<file path="src/rtl/div_unit_seq.sv">
// div_unit_seq: iterative restoring divider for RV32M DIV/DIVU/REM/REMU.
// One quotient bit is resolved per cycle with a shift and a trial subtract;
// the borrow of the trial difference decides between keeping the difference
// and restoring the shifted remainder.
// Build option: define DIV_SIGNED_EN to support the signed encodings
// (DIV/REM). Without it funct_i[0] is ignored and all ops run unsigned.
module div_unit_seq #(
    parameter int XLEN = 32
) (
    input  logic            clk_i,
    input  logic            rst_i,
    input  logic            start_i,
    input  logic [1:0]      funct_i,
    input  logic [XLEN-1:0] rs1_i,
    input  logic [XLEN-1:0] rs2_i,
    output logic            busy_o,
    output logic            done_o,
    output logic [XLEN-1:0] rd_o
);

    localparam int CNT_W = $clog2(XLEN);

    typedef enum logic [1:0] {
        IDLE,
        CALC,
        DONE
    } state_t;

    state_t            state;
    logic              is_rem;
    logic [XLEN-1:0]   dividend;
    logic [XLEN-1:0]   divisor;
    logic [XLEN-1:0]   rem;
    logic [CNT_W-1:0]  count;

    logic [XLEN-1:0]   op_a;
    logic [XLEN-1:0]   op_b;
    logic [XLEN-1:0]   zero_result;
    logic [XLEN:0]     trial;
    logic [XLEN-1:0]   rem_next;
    logic [XLEN-1:0]   quot_next;
    logic [XLEN-1:0]   final_result;

`ifdef DIV_SIGNED_EN
    logic              q_neg;
    logic              r_neg;
    logic              op_signed;
    logic              sign_a;
    logic              sign_b;

    // Conditional two's-complement negation: (x ^ {s}) + s.
    // 0x8000_0000 maps to itself and is then treated as unsigned 2^31.
    function automatic logic [XLEN-1:0] negate_if(input logic [XLEN-1:0] x,
                                                  input logic            s);
        return (x ^ {XLEN{s}}) + {{(XLEN-1){1'b0}}, s};
    endfunction

    // Operand magnitudes and result signs for the signed encodings
    always_comb begin
        op_signed = ~funct_i[0];
        sign_a    = op_signed & rs1_i[XLEN-1];
        sign_b    = op_signed & rs2_i[XLEN-1];
        op_a      = negate_if(rs1_i, sign_a);
        op_b      = negate_if(rs2_i, sign_b);
    end
`else
    logic              unused_funct0;

    assign unused_funct0 = funct_i[0];

    // Unsigned-only build: operands are used exactly as given
    always_comb begin
        op_a = rs1_i;
        op_b = rs2_i;
    end
`endif

    // Divide-by-zero result: all ones for a quotient, dividend for a remainder
    always_comb begin
        zero_result = funct_i[1] ? rs1_i : {XLEN{1'b1}};
    end

    // One restoring step: trial subtract, then keep or restore on the borrow
    always_comb begin
        trial     = {rem, dividend[XLEN-1]} - {1'b0, divisor};
        rem_next  = trial[XLEN] ? {rem[XLEN-2:0], dividend[XLEN-1]}
                                : trial[XLEN-1:0];
        quot_next = {dividend[XLEN-2:0], ~trial[XLEN]};
    end

    // Result selection and sign fix-up applied on the last iteration
    always_comb begin
`ifdef DIV_SIGNED_EN
        final_result = is_rem ? negate_if(rem_next, r_neg)
                              : negate_if(quot_next, q_neg);
`else
        final_result = is_rem ? rem_next : quot_next;
`endif
    end

    // Control FSM and datapath registers; quotient bits shift into the
    // dividend register as dividend bits are consumed from its top
    always_ff @(posedge clk_i) begin
        if (rst_i) begin
            state    <= IDLE;
            busy_o   <= 1'b0;
            done_o   <= 1'b0;
            rd_o     <= '0;
            is_rem   <= 1'b0;
            dividend <= '0;
            divisor  <= '0;
            rem      <= '0;
            count    <= '0;
`ifdef DIV_SIGNED_EN
            q_neg    <= 1'b0;
            r_neg    <= 1'b0;
`endif
        end else begin
            case (state)
                IDLE: begin
                    done_o <= 1'b0;
                    if (start_i) begin
                        is_rem   <= funct_i[1];
                        dividend <= op_a;
                        divisor  <= op_b;
                        rem      <= '0;
                        count    <= CNT_W'(XLEN - 1);
                        busy_o   <= 1'b1;
`ifdef DIV_SIGNED_EN
                        q_neg    <= sign_a ^ sign_b;
                        r_neg    <= sign_a;
`endif
                        if (rs2_i == '0) begin
                            state  <= DONE;
                            done_o <= 1'b1;
                            rd_o   <= zero_result;
                        end else begin
                            state  <= CALC;
                        end
                    end
                end
                CALC: begin
                    dividend <= quot_next;
                    rem      <= rem_next;
                    count    <= count - CNT_W'(1);
                    if (count == '0) begin
                        state  <= DONE;
                        done_o <= 1'b1;
                        rd_o   <= final_result;
                    end
                end
                DONE: begin
                    done_o <= 1'b0;
                    busy_o <= 1'b0;
                    state  <= IDLE;
                end
                default: begin
                    state <= IDLE;
                end
            endcase
        end
    end

endmodule

</file>
<file path="config.mk">
export PLATFORM = sky130hd
export DESIGN_NAME = div_unit_seq
export DESIGN_NICKNAME = d
export VERILOG_FILES = /design/src/rtl/div_unit_seq.sv
export SDC_FILE = /design/constraint.sdc
export NUM_CORES = 1
export LEC_CHECK = 0
export CAP_MARGIN = 20
export CORE_UTILIZATION = 60
export DETAILED_ROUTE_END_ITERATION = 12
export HOLD_SLACK_MARGIN = 0.06
export PLACE_DENSITY = 0.95
export REMOVE_ABC_BUFFERS = 1
export SLEW_MARGIN = 20
export SYNTH_ARGS = -nofsm -noshare
export SYNTH_HDL_FRONTEND = slang
export SYNTH_SLANG_ARGS = --single-unit
</file>
<file path="constraint.sdc">
create_clock -name clk_i -period 8.1 [get_ports clk_i]
set_input_delay 1.62 -clock clk_i [delete_from_list [all_inputs] [get_ports clk_i]]
set_output_delay 1.62 -clock clk_i [all_outputs]
set_load 0.1 [all_outputs]
</file>
==> flow_summary.json, run 1 <==
{
  "status": "finished, final reports clean",
  "clock_skew_ps": 6.320,
  "h-tree-depth": 4,
  "initial_utilization_pct": 61.86,
  "hold_start": "divisor[15]",
  "irDropWorstVdd_uv": 147.7,
  "worst_r2r_path_depth": 14,
  "clock-root-buffer": "clkbuf_16",
  "synth-seq-area-share_pct": 35.10,
  "ys_types": 73,
  "crit_path_end_kind": "flop",
  "place_congestion": 0.9031,
  "tns_ps": 0,
  "synth-async-reset-ratio_pct": 0,
  "synth_edf_count": 0,
  "cts_tree": "built",
  "fin_crit_sh_pct": 58.25,
  "antenna_found_initial": 0,
  "netlist.top_cell.by_area": "dfxtp_1",
  "path_clk_slew_ps": 60,
  "core_um2": 12720,
  "avgSynthCellArea_um2": 7.619,
  "hold_buffers": 0,
  "drt.antenna.violating_nets": 0,
  "crit_chain": "clkdlybuf4s50_1 -> nor4_1 -> nand2_1 -> nor4_2 -> a21oi_1 -> or2_2 -> nor2_1 -> a211oi_1",
  "ys.flop_type": "dfxtp_1",
  "fp.dieH_um": 116.5,
  "drtIter0Drc": 955,
  "critPathArrivalTime_ps": 4990,
  "tightestPinTransition_ps": 989.1,
  "synthTopCellsByArea": "dfxtp_1 (35%), a21oi_1 (8.5%), nand2_1 (7.4%)",
  "critPathMaxStageDelay_ps": 750,
  "hold_violations": 0,
  "grt-ovfl-total": 0,
  "maxSlewViolCount": 0,
  "cp.required_ps": 8370,
  "min_to": "divisor[15]",
  "slew_headroom_pct": 33.86,
  "hold_depth": 2,
  "drc": 0,
  "netlist_instances": 1033,
  "area_growth_pct": 20.97,
  "final_nets": 1204,
  "vias": 8036,
  "via_per_inst": 6.273,
  "synth-seq-cells": 138,
  "yosys_warnings": 0,
  "mostFrequentLayoutCells": "nand2_1 (156), dfxtp_1 (138), a21oi_1 (134)",
  "grt.total_usage_pct": 34.40,
  "setup_ws_ps": 3382,
  "rsz0062_at_grt": "false",
  "drive_gt1_share_pct": 5.320,
  "holdCritPathClass": "reg2reg",
  "max_freq_ghz": 0.2120,
  "grt_pass1_wl_um": 36100,
  "io_buffers": 101,
  "routed_wl_um": 22620,
  "diodes": 0,
  "start_kind": "input pin",
  "reg2reg_slack_ps": 4320,
  "dr.pass1.iters": 7,
  "final_common_cell": "nand2_1",
  "die_area_um2": 13580,
  "clockBufferDepth": 2,
  "crit_type": "in2reg",
  "r2r-start": "dividend[31]",
  "grt_start_max_net_pins": 63,
  "synth_top_area_share_pct": 35.10,
  "cts_setup_buffers": 0,
  "cts_sinks": 138,
  "cap_violations": 0,
  "dp_hpwl_um": 15100,
  "cts_inserted_buffers": 17,
  "crit_fanout": 35,
  "timing.rr.end": "rd_o[19]",
  "crit_buf_inv": 1,
  "wl_per_cell_um": 17.66,
  "worst_skew_pair.late_latency_ps": 440,
  "cts_resized": 0,
  "period_minus_slack_ps": 4718,
  "p_per_area_nw_per_um2": 246.6,
  "setup_violations": 0,
  "leakagePower_nw": 3.627,
  "synth_area_um2": 7870,
  "crit_family": "simple AND/OR/NAND/NOR gates",
  "num_rows": 41,
  "dp_slack_ps": 3156,
  "die_w_um": 116.5,
  "cp_slowest_cell": "nor2_1",
  "io_pins": 103,
  "grt_pass1_vias": 7577
}
==> stage by stage <==
step / utilization [%] / total power [mW] / area, µm² / cells / hold slack [ps]
after floorplan: - / 1.317 / 7582 / 965 / 430.3
after global placement: 70.03 / 1.499 / 8910 / 1249 / 441.5
after detailed placement: 70.03 / 1.519 / 8910 / 1249 / 446.5
after CTS: 74.83 / 2.327 / 9520 / 1281 / 454.9
after global routing: 74.83 / 2.440 / 9520 / 1281 / 473.6
final: 74.83 / 2.347 / 9520 / 1281 / 453.7
==> synthesized netlist by cell type (6+ instances only) <==
cell type and instances:
nand4_1 7, a21oi_1 134, xnor2_1 18, nor3_1 24
nor2_1 80, o221ai_1 6, o22ai_1 19, a211oi_1 29
and3_1 7, a21o_1 16, o21ai_1 19, xor2_1 15
dfxtp_1 138, nand2b_1 20, clkbuf_1 55, o21ai_0 55
nand2_1 156, mux2i_1 24, nor4_1 9, a31oi_1 9
or3_1 6, nand3_1 20, inv_1 51, ha_1 38
buf_2 7
==> kinds of logic after synthesis <==
group	Yosys count	share of synthesized area [%]
AOI/OAI and AO/OA	336	26.42
xor gates and xnor gates	33	3.673
adders and majority gates	39	6.296
buffers and inverters	119	6.089
DFF	138	35.10
muxes	25	3.196
and+or+nand+nor	343	19.22
==> worst reg2reg max path, delay by kind of cell, from the launching register on <==
| kind | cells | cell delay, ps |
|---|---|---|
| flip-flops | 1 | 340 |
| AO/OA/AOI/OAI | 7 | 1630 |
| multiplexers | 1 | 410 |
| buffers and inverters | 3 | 440 |
| XOR/XNOR | 1 | 270 |
| adder cells (fa/ha/maj) | 2 | 600 |
==> layer usage <==
layer  share of wire, %  up-vias  wire [µm]  GRT usage, %
met5                  0        -          0             0
met3                9.6       87       2171         8.459
met4                3.4        0        780         15.36
met2                 46      483      10320         54.83
li1                   -     3799          -             -
met1                 41     3667       9346         44.13
==> worst max path at each step <==
stage / from / to / cells past startpoint
after floorplan: state[1] / rem[31] / 7
after global placement: rs2_i[7] / rd_o[31] / 8
after detailed placement: rs2_i[26] / rd_o[31] / 8
after CTS: rs2_i[26] / rd_o[23] / 8
after global routing: rs2_i[26] / rd_o[23] / 8
final: rs2_i[26] / rd_o[23] / 8
==> power breakdown <==
| part | leakage, nW | switching (mW) | internal [mW] |
|---|---|---|---|
| Clock | 0.294 | 0.317 | 0.494 |
| Combinational | 2.21 | 0.473 | 0.261 |
| Sequential | 1.13 | 0.0554 | 0.747 |
==> sequential cells by signal, summed over array words and instances (netlist names) <==
register / count
rd_o: 32
busy_o: 1
state: 2
divisor: 32
rem: 32
count: 5
dividend: 32
done_o: 1
is_rem: 1
==> layout make-up <==
class | instances | area (µm²)
Fill cell | 926 | 3202
Tap cell | 172 | 215.2
Timing Repair Buffer | 112 | 1091
Clock inverter | 13 | 167.7
Multi-Input combinational cell | 776 | 4649
Clock buffer | 19 | 442.9
Inverter | 51 | 191.4
Sequential cell | 138 | 2763
(Power assumes the default switching activity.)
==> run 2, diff against run 1 <==
--- a/config.mk
+++ b/config.mk
@@ -6,10 +6,10 @@
 export NUM_CORES = 1
 export LEC_CHECK = 0
 export CAP_MARGIN = 20
-export CORE_UTILIZATION = 60
+export CORE_UTILIZATION = 51
 export DETAILED_ROUTE_END_ITERATION = 12
 export HOLD_SLACK_MARGIN = 0.06
-export PLACE_DENSITY = 0.95
+export PLACE_DENSITY = 0.87
 export REMOVE_ABC_BUFFERS = 1
 export SLEW_MARGIN = 20
 export SYNTH_ARGS = -nofsm -noshare
==> constraint.sdc (replaced) <==
create_clock -name clk_i -period 3.8 [get_ports clk_i]
set_input_delay 0.76 -clock clk_i [delete_from_list [all_inputs] [get_ports clk_i]]
set_output_delay 0.76 -clock clk_i [all_outputs]
set_load 0.1 [all_outputs]
==> flow_summary.json, run 2 (synthesized netlist as in run 1, its figures left out) <==
{
  "crit_fanout": 10,
  "met3WireLength_um": 1415,
  "holdCritPathClass": "reg2reg",
  "setup_violations": 0,
  "rsz0062_at_grt": "false",
  "grt_pass1_vias": 7321,
  "tns_ps": 0,
  "hold_start": "divisor[29]",
  "p_per_area_nw_per_um2": 507.5,
  "critPathArrivalTime_ps": 3820,
  "grt.total_usage_pct": 27.85,
  "drc": 0,
  "place_congestion": 0.8770,
  "crit_type": "reg2reg",
  "h-tree-depth": 4,
  "irDropWorstVdd_uv": 405.5,
  "setup_ws_ps": 286.3,
  "wl_per_cell_um": 16.51,
  "routed_wl_um": 21680,
  "r2r-start": "dividend[31]",
  "final_core_util_pct": 63.73,
  "die_area_um2": 15930,
  "wl_met1_um": 9870,
  "grt_start_max_net_pins": 90,
  "dp_slack_ps": 207.6,
  "top_layer_used": "met4",
  "dr.pass1.iters": 5,
  "timing.rr.end": "rd_o[16]",
  "vias": 7823,
  "via_per_inst": 5.958,
  "post-place-cells": 1281,
  "clock-root-buffer": "clkbuf_16",
  "cap_violations": 0,
  "initial_utilization_pct": 51.96,
  "start_kind": "flop",
  "grt-ovfl-total": 0,
  "hold_depth": 2,
  "tightestPinTransition_ps": 993.1,
  "multiInputGateArea_um2": 4668,
  "wl_met2_um": 9871,
  "min_to": "divisor[29]",
  "crit_path_end_kind": "flop",
  "worst_r2r_path_depth": 13,
  "drt.antenna.violating_nets": 0,
  "final_common_cell": "nand2_1",
  "final_nets": 1220,
  "area_growth_pct": 22.66,
  "max_freq_ghz": 0.2846,
  "status": "finished, final reports clean",
  "drtIter0Drc": 740,
  "cp.required_ps": 4100,
  "fin_crit_sh_pct": 92.47,
  "path_clk_slew_ps": 60,
  "diodes": 0,
  "fp.dieH_um": 126.2,
  "maxSlewViolCount": 0,
  "regArea_um2": 2763,
  "clock_skew_ps": 7.249,
  "antenna_found_initial": 0,
  "die_w_um": 126.2,
  "cts_inserted_buffers": 17,
  "worst_skew_pair.late_latency_ps": 430,
  "cts_sinks": 138,
  "num_rows": 45,
  "io_pins": 103,
  "slew_headroom_pct": 33.58,
  "core_um2": 15150,
  "leakagePower_nw": 3.697,
  "period_minus_slack_ps": 3514,
  "dp_hpwl_um": 15530,
  "hold_violations": 0,
  "grt_pass1_wl_um": 35610,
  "cts_tree": "built",
  "cts_setup_buffers": 0,
  "clockBufferDepth": 2,
  "fill_cells": 1273,
  "drive_gt1_share_pct": 6.489,
  "reg2reg_slack_ps": 290,
  "layout.cells.non_filler": 1313,
  "io_buffers": 101,
  "hold_buffers": 0,
  "mostFrequentLayoutCells": "nand2_1 (156), dfxtp_1 (138), a21oi_1 (134)"
}
## run 2: cell count changes in the layout (fill, tap and decap cells not counted), moves of 2 or more
| cell | before | now |
|---|---|---|
| buf_4 | 12 | 27 |
| clkbuf_1 | 1 | 3 |
| clkinv_2 | 2 | 4 |
| clkinv_4 | 4 | 2 |
## run 2: worst max path at each step
stage / from / end / depth (start not counted)
6_report: dividend[31] / rd_o[16] / 13
5_1_grt: dividend[31] / rd_o[27] / 13
4_1_cts: dividend[31] / rem[16] / 13
3_5_place_dp: dividend[31] / rd_o[27] / 13
3_3_place_gp: divisor[0] / rd_o[16] / 12
2_1_floorplan: state[1] / rem[31] / 7
## run 2: metrics by stage
stage,power [mW],hold WS [ps],cell area (µm²)
6_report,4.898,452.1,9653
5_1_grt,5.123,469.7,9653
4_1_cts,4.889,454.4,9642
3_5_place_dp,3.276,446.6,9070
3_3_place_gp,3.241,442.3,9070
2_1_floorplan,2.807,430.3,7582
## run 2: critical path, cell delays in order (launching register included)
cell and delay (ps):
dfxtp_1 370, inv_1 60, ha_1 210, inv_1 70, fa_1 250, a211oi_1 130, o211ai_2 230, a21oi_2 130
o311a_4 430, o311ai_4 420, xor2_4 370, buf_4 220, mux2i_1 370, o21ai_1 130
## run 2: power breakdown
group	total, mW	internal, mW	switching (mW)
combinational	1.57	0.587	0.987
sequential	1.71	1.59	0.116
clock	1.62	0.981	0.635
total	4.90	3.16	1.74
## run 2: metal layers
layer	track usage [%]	vias to the layer above
met5	0	-
met4	10.99	0
met3	4.503	51
met2	44.04	328
met1	37.91	3629
li1	-	3815
## run 2: timing repair
action / in CTS / in global routing
endpoints found under the hold margin: 0 / 0
resized for setup: 0 / 1
setup endpoints to repair: 0 / 6
## run 2: final cells by class
type	count	area share [%]
multi-input combinational	776	48.36
inverter	51	1.983
sequential	138	28.62
tap	188	2.437
clock inverter	11	1.257
clock buffer	21	4.666
timing repair buffer	128	12.68
==> patch 1 (config.mk and constraints of run 2) <==
Set the parameter `XLEN` to 16 (it was 32).
--- a/src/rtl/div_unit_seq.sv
+++ b/src/rtl/div_unit_seq.sv
@@ -5,7 +5,7 @@
 // Build option: define DIV_SIGNED_EN to support the signed encodings
 // (DIV/REM). Without it funct_i[0] is ignored and all ops run unsigned.
 module div_unit_seq #(
-    parameter int XLEN = 32
+    parameter int XLEN = 16
 ) (
     input  logic            clk_i,
     input  logic            rst_i,
Ports: changed (resized rd_o, rs1_i and rs2_i); port bits go from 103 to 55. The function was not compared with the original's and may differ.
==> patch 1 against run 2 <==
Worst hold slack improved by 0.0072 ns; total power decreased by 43%; largest cell class unchanged; setup slack improved by 0.24 ns; routed wire length fell by 45%; utilization shrank 1.8 points; design area decreased by 46%; highest routed layer unchanged; synthesized area down 43%; sequential cell count shrank 65.
==> patch 1: results (changes against run 2) <==
** Routing
- The length of routed wiring on met1 was 5140 um (-48%).
- The detailed route wirelength on metal3 came to 839 um (-41%).
- Per-cell via count in the routed design :: 6.15 (+3.2%)

** Synthesis
- The synthesized instance count is 572 (-45%).
- Count of unique library cells instantiated by Yosys :: 60 (-18%)
- Ranked by total cell area, the synthesized netlist is headed by sky130_fd_sc_hd__dfxtp_1 33%, sky130_fd_sc_hd__nand2_1 5.9%, sky130_fd_sc_hd__ha_1 5.9%, sky130_fd_sc_hd__a21oi_1 5.4%, sky130_fd_sc_hd__o21ai_0 4.5%.
- The area of the mapped netlist was 4480 sq um (-43%).
- The adder-cell area share of the yosys netlist came to 0.0631 (+0.000101).
- The fraction of synthesized cell area in xor and xnor cells is 0.0117 (-0.0250).

** Finish
- Fraction of final layout cells sized beyond drive strength 1 :: 0.0749 (+0.0100)
- The count of non-filler cells in the finished layout is 719 (-45%).
- The number of nets in the layout came to 669 (-45%).

** GRT
- Global-route usage over all layers :: 0.277 (-0.00162)
- The wire length of the first global-routing pass is 19600 um (-45%).
- The via count of the first global-routing pass is 4099 (-44%).
- The met1 track utilization from global routing was 0.357 (-0.0217).

** Placement
- GPL Wtd Cong :: 0.970 (+11%)
- The worst setup slack after placement came to 0.589 ns (+0.381 ns).
- The total of buffers placed on input and output ports came to 53 (-48%).

** Timing
- The clock skew is 0.00790 ns (+0.000648 ns).

** Worst setup path
- The slowest stage of the critical path belongs to the cell sky130_fd_sc_hd__o311ai_0.
- Worst Reg-to-Reg Cells :: 11 (-2)
- Maximum cell stage delay along the critical path :: 0.83 ns (+0.40 ns)

** Power and ir drop
- The cell leakage power came to 0.00196 uW (-47%).
- Maximum vdd ir drop :: 0.400 mV (-1.5%)

** Outcome
- Status :: finished, final reports clean

** Clock tree
- Clock latency of the later-clocked register in the worst-skew pair :: 0.34 ns (-0.09 ns)
## patch 1: cell count changes after synthesis, sizes merged, moves of 27 or more
cell | run 2 | this run
dfxtp | 138 | 73
a21oi | 135 | 51
nor2 | 80 | 53
o21ai | 74 | 41
clkbuf | 55 | 17
nand2 | 157 | 71
## patch 1: worst register-to-register path, stage by stage, from the launching register on
cell and delay [ns]:
sky130_fd_sc_hd__dfxtp_1 0.34, sky130_fd_sc_hd__inv_1 0.07, sky130_fd_sc_hd__ha_1 0.16, sky130_fd_sc_hd__inv_1 0.05
sky130_fd_sc_hd__fa_1 0.44, sky130_fd_sc_hd__a211oi_2 0.23, sky130_fd_sc_hd__nor3_1 0.12, sky130_fd_sc_hd__o21ai_0 0.26
sky130_fd_sc_hd__a31oi_1 0.12, sky130_fd_sc_hd__o311ai_0 0.83, sky130_fd_sc_hd__a211oi_1 0.26, sky130_fd_sc_hd__o41ai_1 0.29
## patch 1: worst paths after layout
kind | start | endpoint | slack [ns]
worst max-delay path | dividend[15] | rd_o[14] | 0.53
worst min-delay path | rd_o[14] | rd_o[14] | 0.46
worst max register to register | dividend[15] | rd_o[14] | 0.53
worst min register to register | rd_o[14] | rd_o[14] | 0.46
## patch 1: report_power, final
group | switching, uW | internal, uW | total (uW)
Combinational | 858 | 440 | 1300
Sequential | 82.8 | 872 | 955
Clock | 286 | 250 | 536
## patch 1: area by class of cell
class,instances,area [sq um],share of cell area
Multi-Input combinational cell,430,2730,0.525
Sequential cell,73,1460,0.281
Timing Repair Buffer,60,578,0.111
Clock buffer,12,145,0.0279
Inverter,36,135,0.0260
Tap cell,105,131,0.0253
Clock inverter,3,17.5,0.00337
==> patch 2 (flow settings as in run 2) <==
Made on the original files. Re-encode `state_t` (3 states) as one-hot, 3 bits wide.
--- a/src/rtl/div_unit_seq.sv
+++ b/src/rtl/div_unit_seq.sv
@@ -20,10 +20,10 @@
 
     localparam int CNT_W = $clog2(XLEN);
 
-    typedef enum logic [1:0] {
-        IDLE,
-        CALC,
-        DONE
+    typedef enum logic [2:0] {
+        IDLE = 3'b001,
+        CALC = 3'b010,
+        DONE = 3'b100
     } state_t;
 
     state_t            state;
Formal check against the unedited RTL: no difference found for any inputs over 10 cycles, from zero or initial values and one cycle with rst_i high; not proved beyond that.
==> patch 2 against run 2 <==
Sequential power fell by 7%; critical path depth fell by 1; first-iteration DRC count rose by 51%; setup slack got worse by 0.023 ns; design area rose by 6.3%; routed wire length rose by 21%; combinational power fell by 33%; total power fell by 13%; synthesized area rose by 7.1%; worst hold slack improved by 0.0014 ns; sequential cell count rose by 1; die area rose by 7.0%; critical endpoint is now rd_o[31].
==> patch 2: results (changes against run 2) <==
** Synthesis
- Cell types occupying the most area after synthesis :: sky130_fd_sc_hd__dfxtp_1 33%, sky130_fd_sc_hd__a21oi_1 9.4%, sky130_fd_sc_hd__nand2_1 6.1%, sky130_fd_sc_hd__o21ai_0 5.3%, sky130_fd_sc_hd__ha_1 5.0%
- The average cell area after synthesis came to 7.38 sq um (-3.1%).
- The number of distinct library cells after synthesis was 78 (+6.8%).
- Adder and majority cell fraction of the synthesized area :: 0.0529 (-0.0101)
- Top cells by count, synth :: 159 x sky130_fd_sc_hd__a21oi_1, 139 x sky130_fd_sc_hd__dfxtp_1, 137 x sky130_fd_sc_hd__nand2_1, 90 x sky130_fd_sc_hd__o21ai_0, 79 x sky130_fd_sc_hd__nor2_1
- The part of the Yosys area used for sequential elements is 0.330 (-0.0209).
- Synth Area in Compound Gates :: 0.318 (+0.0539)
- The fraction of synthesized cell area in xor and xnor cells was 0.0187 (-0.0180).

** Power and ir drop
- The worst supply voltage drop on vdd is 0.371 mV (-8.6%).
- Power consumed by combinational cells :: 1050 uW (-33%)
- Pleak :: 0.00393 uW (+6.3%)
- The reported net switching power was 1390 uW (-20%).

** GRT
- The met1 track utilization from global routing was 0.428 (+0.0489).
- Maximum number of pins on one net before global-route repair :: 56 (-38%)
- The global routing usage summed across all routing layers was 0.314 (+0.0356).
- The met2 global-route usage came to 0.488 (+0.0480).
- Vias in the first global route :: 8257 (+13%)
- Met3 global-route usage :: 0.0562 (+0.0112)
- The wire length of the first global-routing pass is 41900 um (+18%).

** Worst setup path
- End of the worst register-to-register path :: rd_o[31]
- The arrival time of the worst setup path came to 3.83 ns (about the same).
- The worst setup slack for register-to-register paths is 0.26 ns (-0.02 ns).
- The depth of the most critical reg-to-reg path came to 12 (-1).
- Master of the slowest instance on the critical path :: sky130_fd_sc_hd__and4_1
- Maximum cell stage delay along the critical path :: 0.50 ns (+0.07 ns)

** Timing
- Relative slew slack :: 0.298 (-0.0374)
- The hold slack came to 0.454 ns (+0.00144 ns).
- Clock skew :: 0.00811 ns (+0.000863 ns)

** Placement
- The weighted congestion reported at the end of routability-driven placement came to 0.943 (+7.5%).
- Worst slack after detailed placement :: 0.0590 ns (-0.149 ns)
- The total placed instance area was 9680 sq um (+6.7%).

** Hold path
- The worst hold path terminates at divisor[20].

** Outcome
- Status :: finished, final reports clean

** Routing
- The length of routed wiring on met1 was 11200 um (+14%).
- Count of vias placed by the detailed router :: 9146 (+17%)
- The wire length per cell after detailed routing was 18.2 um (+10%).
- Top Layer Used :: met4
- The total length of routed met2 wires was 11900 um (+21%).
- DRT iter0 DRCs :: 1117 (+51%)
- First-pass DRT Iterations :: 7 (+2)

** Finish
- The count of non-filler cells in the finished layout came to 1442 (+9.8%).
## patch 2: cell types whose count changed after synthesis, moves of 9 or more
cell                       before  now
sky130_fd_sc_hd__o21ai_0       55   90
sky130_fd_sc_hd__a21oi_1      134  159
sky130_fd_sc_hd__and3_1         7   29
sky130_fd_sc_hd__a22oi_1        1   22
sky130_fd_sc_hd__mux2i_1       24    3
sky130_fd_sc_hd__nand2_1      156  137
sky130_fd_sc_hd__a211oi_1      29   11
sky130_fd_sc_hd__clkbuf_1      55   73
sky130_fd_sc_hd__nand3_1       20   37
sky130_fd_sc_hd__o21ai_1       19    6
sky130_fd_sc_hd__nor3_1        24   35
sky130_fd_sc_hd__xor2_1        15    5
sky130_fd_sc_hd__o21a_1         3   12
## patch 2: worst max-delay path by stage
stage / startpoint / endpoint / slack, ns / cells past startpoint
after floorplan: start_i / rem[30] / -0.37 / 6
after CTS: dividend[31] / rd_o[9] / 0.25 / 13
after detailed placement: rs2_i[3] / rd_o[0] / 0.06 / 8
after global routing: dividend[31] / rd_o[9] / -0.0002 / 13
after global placement: rs2_i[3] / rd_o[0] / 0.15 / 8
final: dividend[31] / rd_o[31] / 0.26 / 12
## patch 2: area by class of cell
type                            instances  area [sq um]  area share
Clock inverter                         10          90.1     0.00878
Multi-Input combinational cell        868          5160       0.503
Clock buffer                           22           474      0.0462
Sequential cell                       139          2780       0.271
Inverter                               48           180      0.0176
Tap cell                              216           270      0.0263
Timing Repair Buffer                  139          1310       0.127
## patch 2: kinds of logic after synthesis
logic type      count (synthesis)
simple gates                  383
xor+xnor                       18
buf+inv                       135
mux                             3
fa+ha+maj                      35
compound gates                429
flops                         139
## patch 2: timing repair
item	in CTS	in global routing
resized for setup	0	2
hold buffers	0	0
endpoints found under the setup margin	0	2
